[src/rtl/endian_pkg.sv]
// -----------------------------------------------------------------------------
// endian_pkg
// Shared definitions for the byte-order conversion blocks.
//   BYTE_DEFAULT  : default byte width in bits
//   endian_mode_e : per-beat swap mode (PASS, HALF, WORD, FULL)
// -----------------------------------------------------------------------------
package endian_pkg;

  localparam int BYTE_DEFAULT = 8;

  typedef enum logic [1:0] {
    PASS = 2'd0,
    HALF = 2'd1,
    WORD = 2'd2,
    FULL = 2'd3
  } endian_mode_e;

endpackage

[src/rtl/endian_swap_comb.sv]
// -----------------------------------------------------------------------------
// endian_swap_comb
// Purely combinational byte reorder. Every output byte is selected from one
// input byte according to the mode; the byte at index 0 is the LSB.
// Ports:
//   data_i : input data, DATA_W bits
//   mode_i : swap mode (endian_mode_e)
//   data_o : reordered data, DATA_W bits
// DATA_W must be a multiple of 4*BYTE and at least 4*BYTE.
// -----------------------------------------------------------------------------
module endian_swap_comb
  import endian_pkg::*;
#(
  parameter int DATA_W = 32,
  parameter int BYTE   = BYTE_DEFAULT
) (
  input  logic [DATA_W-1:0] data_i,
  input  endian_mode_e      mode_i,
  output logic [DATA_W-1:0] data_o
);

  localparam int NB = DATA_W / BYTE;

  // Each output byte picks its source byte. Flipping bit 0 of the byte index
  // swaps within an aligned 16-bit group; flipping bits 1:0 reverses within
  // an aligned 32-bit group; NB-1-g reverses across the full width.
  for (genvar g = 0; g < NB; g++) begin : g_byte
    localparam int HS = g ^ 1;
    localparam int WS = g ^ 3;
    localparam int FS = NB - 1 - g;

    assign data_o[g*BYTE +: BYTE] =
      (mode_i == HALF) ? data_i[HS*BYTE +: BYTE] :
      (mode_i == WORD) ? data_i[WS*BYTE +: BYTE] :
      (mode_i == FULL) ? data_i[FS*BYTE +: BYTE] :
                         data_i[g*BYTE +: BYTE];
  end

endmodule

[src/rtl/endian_swap_stream.sv]
// -----------------------------------------------------------------------------
// endian_swap_stream
// Streaming byte-order converter with valid/ready on both sides. Data is
// converted combinationally on input and stored post-conversion in a main
// output register (M) backed by a skid register (S), so neither in_ready_o nor
// out_valid_o depends combinationally on the opposite side.
// Ports:
//   clk, reset   : clock (rising edge), asynchronous active-high reset
//   in_valid_i   : input beat valid
//   in_ready_o   : block can accept a beat (registered, = skid empty)
//   mode_i       : swap mode sampled with the accepted beat
//   le_data_i    : input data
//   out_valid_o  : output beat valid
//   out_ready_i  : downstream accepts the beat
//   be_data_o    : converted data
//   mode_o       : mode the output beat was converted with
//   beat_cnt_o   : saturating output handshake count
// Configuration macro: ENDIAN_SWAP_STATS_EN enables the beat counter; without
// it beat_cnt_o is tied to zero.
// -----------------------------------------------------------------------------
module endian_swap_stream
  import endian_pkg::*;
#(
  parameter int DATA_W = 32,
  parameter int BYTE   = BYTE_DEFAULT,
  parameter int CNT_W  = 16
) (
  input  logic              clk,
  input  logic              reset,
  input  logic              in_valid_i,
  output logic              in_ready_o,
  input  logic [1:0]        mode_i,
  input  logic [DATA_W-1:0] le_data_i,
  output logic              out_valid_o,
  input  logic              out_ready_i,
  output logic [DATA_W-1:0] be_data_o,
  output logic [1:0]        mode_o,
  output logic [CNT_W-1:0]  beat_cnt_o
);

  endian_mode_e      inMode;
  logic [DATA_W-1:0] swapData;
  logic              accept;
  logic              outHs;

  logic              mValid_q, mValid_d;
  logic              sValid_q, sValid_d;
  logic [DATA_W-1:0] mData_q,  mData_d;
  logic [DATA_W-1:0] sData_q,  sData_d;
  endian_mode_e      mMode_q,  mMode_d;
  endian_mode_e      sMode_q,  sMode_d;

  assign inMode = endian_mode_e'(mode_i);

  endian_swap_comb #(
    .DATA_W (DATA_W),
    .BYTE   (BYTE)
  ) u_swap (
    .data_i (le_data_i),
    .mode_i (inMode),
    .data_o (swapData)
  );

  // Accepting only while the skid is empty guarantees there is always room
  // for the beat, whatever downstream does on the same edge.
  assign accept = in_valid_i && !sValid_q;
  assign outHs  = mValid_q && out_ready_i;

  // Occupancy update. When M drains, the skid (older) has priority over a new
  // beat; both cannot be present together because accept needs S empty.
  always_comb begin
    mValid_d = mValid_q;
    sValid_d = sValid_q;
    mData_d  = mData_q;
    sData_d  = sData_q;
    mMode_d  = mMode_q;
    sMode_d  = sMode_q;
    if (outHs) begin
      if (sValid_q) begin
        mData_d  = sData_q;
        mMode_d  = sMode_q;
        sValid_d = 1'b0;
      end else if (accept) begin
        mData_d = swapData;
        mMode_d = inMode;
      end else begin
        mValid_d = 1'b0;
      end
    end else if (accept) begin
      if (!mValid_q) begin
        mValid_d = 1'b1;
        mData_d  = swapData;
        mMode_d  = inMode;
      end else begin
        sValid_d = 1'b1;
        sData_d  = swapData;
        sMode_d  = inMode;
      end
    end
  end

  // Storage registers; reset discards both entries immediately.
  always_ff @(posedge clk or posedge reset) begin
    if (reset) begin
      mValid_q <= 1'b0;
      sValid_q <= 1'b0;
      mData_q  <= '0;
      sData_q  <= '0;
      mMode_q  <= PASS;
      sMode_q  <= PASS;
    end else begin
      mValid_q <= mValid_d;
      sValid_q <= sValid_d;
      mData_q  <= mData_d;
      sData_q  <= sData_d;
      mMode_q  <= mMode_d;
      sMode_q  <= sMode_d;
    end
  end

  assign in_ready_o  = !sValid_q;
  assign out_valid_o = mValid_q;
  assign be_data_o   = mData_q;
  assign mode_o      = mMode_q;

`ifdef ENDIAN_SWAP_STATS_EN
  logic [CNT_W-1:0] cnt_q, cnt_d;

  // Saturating handshake counter: holds at all-ones instead of wrapping.
  always_comb begin
    cnt_d = cnt_q;
    if (outHs && (cnt_q != {CNT_W{1'b1}})) begin
      cnt_d = cnt_q + {{(CNT_W-1){1'b0}}, 1'b1};
    end
  end

  always_ff @(posedge clk or posedge reset) begin
    if (reset) begin
      cnt_q <= '0;
    end else begin
      cnt_q <= cnt_d;
    end
  end

  assign beat_cnt_o = cnt_q;
`else
  assign beat_cnt_o = '0;
`endif

endmodule
[config.mk]
export PLATFORM = sky130hd
export DESIGN_NAME = endian_swap_stream
export DESIGN_NICKNAME = d
export VERILOG_FILES = /design/src/rtl/endian_pkg.sv /design/src/rtl/endian_swap_comb.sv /design/src/rtl/endian_swap_stream.sv
export SDC_FILE = /design/constraint.sdc
export NUM_CORES = 1
export LEC_CHECK = 0
export CAP_MARGIN = 15
export CELL_PAD_IN_SITES_DETAIL_PLACEMENT = 1
export CELL_PAD_IN_SITES_GLOBAL_PLACEMENT = 1
export CORE_MARGIN = 1.5
export CORE_UTILIZATION = 42
export CTS_CLUSTER_DIAMETER = 60
export DETAILED_ROUTE_END_ITERATION = 16
export PLACE_DENSITY = 0.83
export SLEW_MARGIN = 20
export SYNTH_ARGS = -nofsm -noshare
export SYNTH_HDL_FRONTEND = slang
export SYNTH_HIERARCHICAL = 1
export SYNTH_SLANG_ARGS = --single-unit
[constraint.sdc]
create_clock -name clk -period 4.1 [get_ports clk]
set_input_delay 0.615 -clock clk [delete_from_list [all_inputs] [get_ports clk]]
set_output_delay 0.615 -clock clk [all_outputs]
set_load 0.01 [all_outputs]
* Word-level counts from Yosys, hierarchy flattened *
Index checks and enable logic that the tools add are counted.

word-level totals
  bits in registers = 70
  output and inout port bits = 52

operators by class
  eq/ne operators = 6
  muxes and demuxes = 29
  bitwise gates (word level) = 1
  reduce and logical (&&, ||, !) cells = 10

operators with widths
  kind                count
  $mux 32             5
  $mux 8              12
  $mux 2              5
  $reduce_and 3->1    3
  $mux 1              7
  $ne 2x2->1 const B  3
  $reduce_bool 2->1   3
  $eq 2x2->1 const B  2
  $eq 2x1->1 const B  1
  $logic_and 1x1->1   2
  $reduce_and 2->1    1
  $logic_not 1->1     1
  $not 1->1           1

* Depth between registers and ports, before layout *
  word-level depth = 7
  mapped depth = 6

* Modules after synthesis *
Netlist, hierarchy kept.

by module, submodules not included
  module              times used  cells an instance  area each (µm²)  sequential area each (µm²)
  endian_swap_stream  1           250                3183.1           1751.7
  endian_swap_comb    1           107                714.4            0.0

* Worst setup path before layout *
OpenSTA, ideal clock, no wires.

  path kind = input -> register
  start = input mode_i[0]
  end = register mData_q[0] (netlist: be_data_o[0])
  setup time = 0.094 ns
  arrival time = 1.461 ns
  path slack = 2.545 ns
  stages = 6
  buffers on the path = 2
  cell sequence = buf_6 -> buf_12 -> mux2i_1 -> o21ai_1 -> o21ai_0 -> a211oi_1

between the ends
  word-level cells in the longest chain between the ends = 7
  elaborated cells on any way between the ends = 11
  those cells by class = 3 x eq/ne; 8 x mux

ends and longest elaborated chain
  item                               line                                                RTL
  start, declared                    endian_swap_stream.sv:32                            input logic [1:0] mode_i,
  $eq 2x2->1                         endian_swap_comb.sv:35                              (mode_i == FULL) ? data_i[FS*BYTE +: BYTE] :
  $mux 8                             endian_swap_comb.sv:35
  $mux 8                             endian_swap_comb.sv:34                              (mode_i == WORD) ? data_i[WS*BYTE +: BYTE] :
  $mux 8 (*)                         endian_swap_comb.sv:33                              (mode_i == HALF) ? data_i[HS*BYTE +: BYTE] :
  net swapData[0]                    endian_swap_stream.sv:42                            logic [DATA_W-1:0] swapData;
  $mux 32, on equally long branches  endian_swap_stream.sv:90, endian_swap_stream.sv:83
  $mux 32, on equally long branches  endian_swap_stream.sv:89, endian_swap_stream.sv:79
  $mux 32 (*)                        endian_swap_stream.sv:78                            if (outHs) begin
  end signal, assigned               endian_swap_stream.sv:114                           mData_q <= mData_d;
  end, declared                      endian_swap_stream.sv:48                            logic [DATA_W-1:0] mData_q, mData_d;

The timed path passes the listed nets; every way through them passes the cells marked *. The select of a mux whose other input is x is not followed.
A chain may end at the register's enable or synchronous reset.

* Worst setup path in the final report *
  start = register mValid_q (netlist: out_valid_o)
  end = output out_valid_o

RTL lines
  item                    line                       RTL
  start, declared         endian_swap_stream.sv:46   logic mValid_q, mValid_d;
  start signal, assigned  endian_swap_stream.sv:112  mValid_q <= mValid_d;
  end, declared           endian_swap_stream.sv:34   output logic out_valid_o,

No word-level cell between the ends.

==> results.json <==
{
  "outcome": "finished clean",
  "diodes": 0,
  "root_buffer": "clkbuf_8",
  "hold_buffers": 0,
  "ys_ff_latch": 70,
  "total_power_uw": 3070,
  "cts_setup_buffers": 0,
  "dieArea_um2": 9870,
  "netlist_area_um2": 3900,
  "hold_viol_final": 0,
  "dr_total_vias": 3060,
  "max-clock-path-buffers": 2,
  "cp_cell_sequence": "clkdlybuf4s50_1",
  "grt_max_degree": 68,
  "leakagePower_uw": 0.00193,
  "cp_max_fo": 18,
  "cp.arrival_ns": 1.74,
  "worst_ir_drop_vdd_uv": 254,
  "core_area_um2": 8850,
  "min_path_type": "reg -> reg",
  "io_pins": 90,
  "path_depth": 1,
  "worstPathRequired_ns": 3.48,
  "ys.warnings.count": 6,
  "min_period_ns": 2.35,
  "setup_viol": 0,
  "cts.sinks": 70,
  "h-tree-depth": 3,
  "placement.cell_area_um2": 4500,
  "drt_iter0_markers": 131,
  "crit_path_end_kind": "output port",
  "overflow": 0,
  "postSynthAreaPerCell_um2": 10.9,
  "syn2layout_area_growth_pct": 19.6,
  "yosysSeqAreaShare_pct": 44.9,
  "holdPathStages": 1,
  "wire_per_inst_um": 19.8,
  "grt_pass1_vias": 3248,
  "clk_pin_slew_worst_paths_ns": 0.07,
  "routed_wl_um": 10500,
  "fin_crit_sh_pct": 57.4,
  "fmax_mhz": 425,
  "whs_ns": 0.480,
  "postRouteAntennaNets": 0,
  "relSlewSlack_pct": 31.5,
  "path_delay_family": "flip-flops",
  "fp-row-count": 34,
  "antenna_found_initial": 0,
  "cp_slowest_cell": "dfrtp_1",
  "mostFrequentLayoutCells": "clkdlybuf4s50_1 (71), dfrtp_1 (70), nand2_1 (34)",
  "final_area_um2": 4660,
  "fillerInstances": 998,
  "first_pass_iters": 4,
  "rsz0062_at_grt": "no",
  "clkLatencyLatePin_ns": 0.36,
  "critPathLaunchType": "flip-flop",
  "r2r_cells": 3,
  "layout_commonest_cell": "clkdlybuf4s50_1",
  "max_stage_delay_ns": 0.73,
  "drv_slew": 0,
  "setup_tns_ns": 0,
  "dieWidth_um": 99.3,
  "cts_inserted_buffers": 9,
  "finClkSkew_ns": 0.0103,
  "synth_cell_types": 32,
  "die_h_um": 99.3,
  "ff2ff_setup_slack_ns": 2.04,
  "synthCells": 357,
  "cp_num_buf_inv": 1,
  "drc": 0,
  "io_buffer_count": 73,
  "grt_pass1_wl_um": 17100,
  "start_util_pct": 44.0,
  "cts_tree": "built",
  "worst_pin_slew_ns": 1.03,
  "cts_resized": 0,
  "drive_above_1_share_pct": 7.84,
  "powerDensity_nw_per_um2": 659,
  "crit_type": "reg -> out",
  "vias_per_cell": 5.78,
  "grt.total_usage_pct": 22.5,
  "fin_nets": 454,
  "hpwl_um": 7290,
  "cap_violations": 0,
  "place.gp.congestion": 0.831
}
layout make-up:
cell class	count	area, um2	area share, %
Tap cell	108	135	2.90
Clock buffer	15	156	3.36
Timing Repair Buffer	75	738	15.8
Inverter	3	11.3	0.242
Clock inverter	1	5.00	0.107
Multi-Input combinational cell	257	1860	40.0
Sequential cell	70	1750	37.6
synth_stat cells:
cell type | number | area, um2
nand2b_2 | 1 | 8.76
buf_12 | 3 | 60.1
nand3_1 | 1 | 5.00
mux2_1 | 30 | 338
buf_6 | 6 | 67.6
o221a_1 | 20 | 225
o211a_4 | 1 | 17.5
nand3_2 | 1 | 10.0
or2_1 | 24 | 150
buf_4 | 16 | 120
clkbuf_1 | 3 | 11.3
or2_2 | 1 | 6.26
nand2_1 | 34 | 128
a211oi_1 | 10 | 75.1
o22ai_1 | 10 | 62.6
nor3_1 | 3 | 15.0
o21ai_2 | 2 | 17.5
o221a_2 | 4 | 45.0
mux2i_1 | 32 | 320
conb_1 | 1 | 3.75
nor2_1 | 7 | 26.3
nand3b_1 | 1 | 7.51
nor2_8 | 1 | 20.0
mux2_2 | 4 | 45.0
nand2b_4 | 1 | 13.8
inv_1 | 2 | 7.51
o21ai_1 | 28 | 140
buf_2 | 14 | 70.1
dfrtp_1 | 70 | 1750
a21oi_1 | 12 | 60.1
inv_2 | 1 | 3.75
o21ai_0 | 13 | 65.1
report_power, final:
part / switching [uW] / internal (uW) / leakage (uW)
Sequential: 243 / 1030 / 0.000807
Combinational: 598 / 705 / 0.00104
Clock: 256 / 237 / 0.0000817
logic make-up after synthesis:
family | after synthesis | synth area share [%]
AOI/OAI and AO/OA | 100 | 18.2
buffers and inverters | 45 | 8.73
DFF | 70 | 44.9
muxes | 66 | 18.0
other | 1 | 0.0962
and+or+nand+nor | 75 | 10.0
per-stage QoR:
stage	setup slack, ns	instances	utilization, %
CTS	1.75	529	52.6
global route	1.68	529	52.7
global placement	1.54	513	50.8
floorplan	1.72	372	-
detailed placement	1.52	513	50.8
finish	1.75	529	52.7
sequential cells by signal (all words and copies together) (netlist names):
signal	flops
sValid_q	1
sData_q	32
out_valid_o	1
be_data_o	32
mode_o	2
sMode_q	2
routing by layer:
layer	wire (um)	track usage, %	part of all wire [%]	vias to the layer above
li1	-	-	-	1385
met1	4730	29.2	45	1569
met2	5110	37.5	49	94
met3	448	4.85	4.3	12
met4	180	7.58	1.7	0
met5	0	0	0	-
path summary, 6_finish.rpt:
path,from,to
worst min-delay path,sData_q[8],sData_q[8]
worst max-delay path,out_valid_o,out_valid_o
max in group asynchronous,reset,be_data_o[27]
min in group asynchronous,reset,be_data_o[0]
worst max register to register,out_valid_o,sData_q[4]
worst min register to register,sData_q[8],sData_q[8]
(Power assumes the default switching activity.)
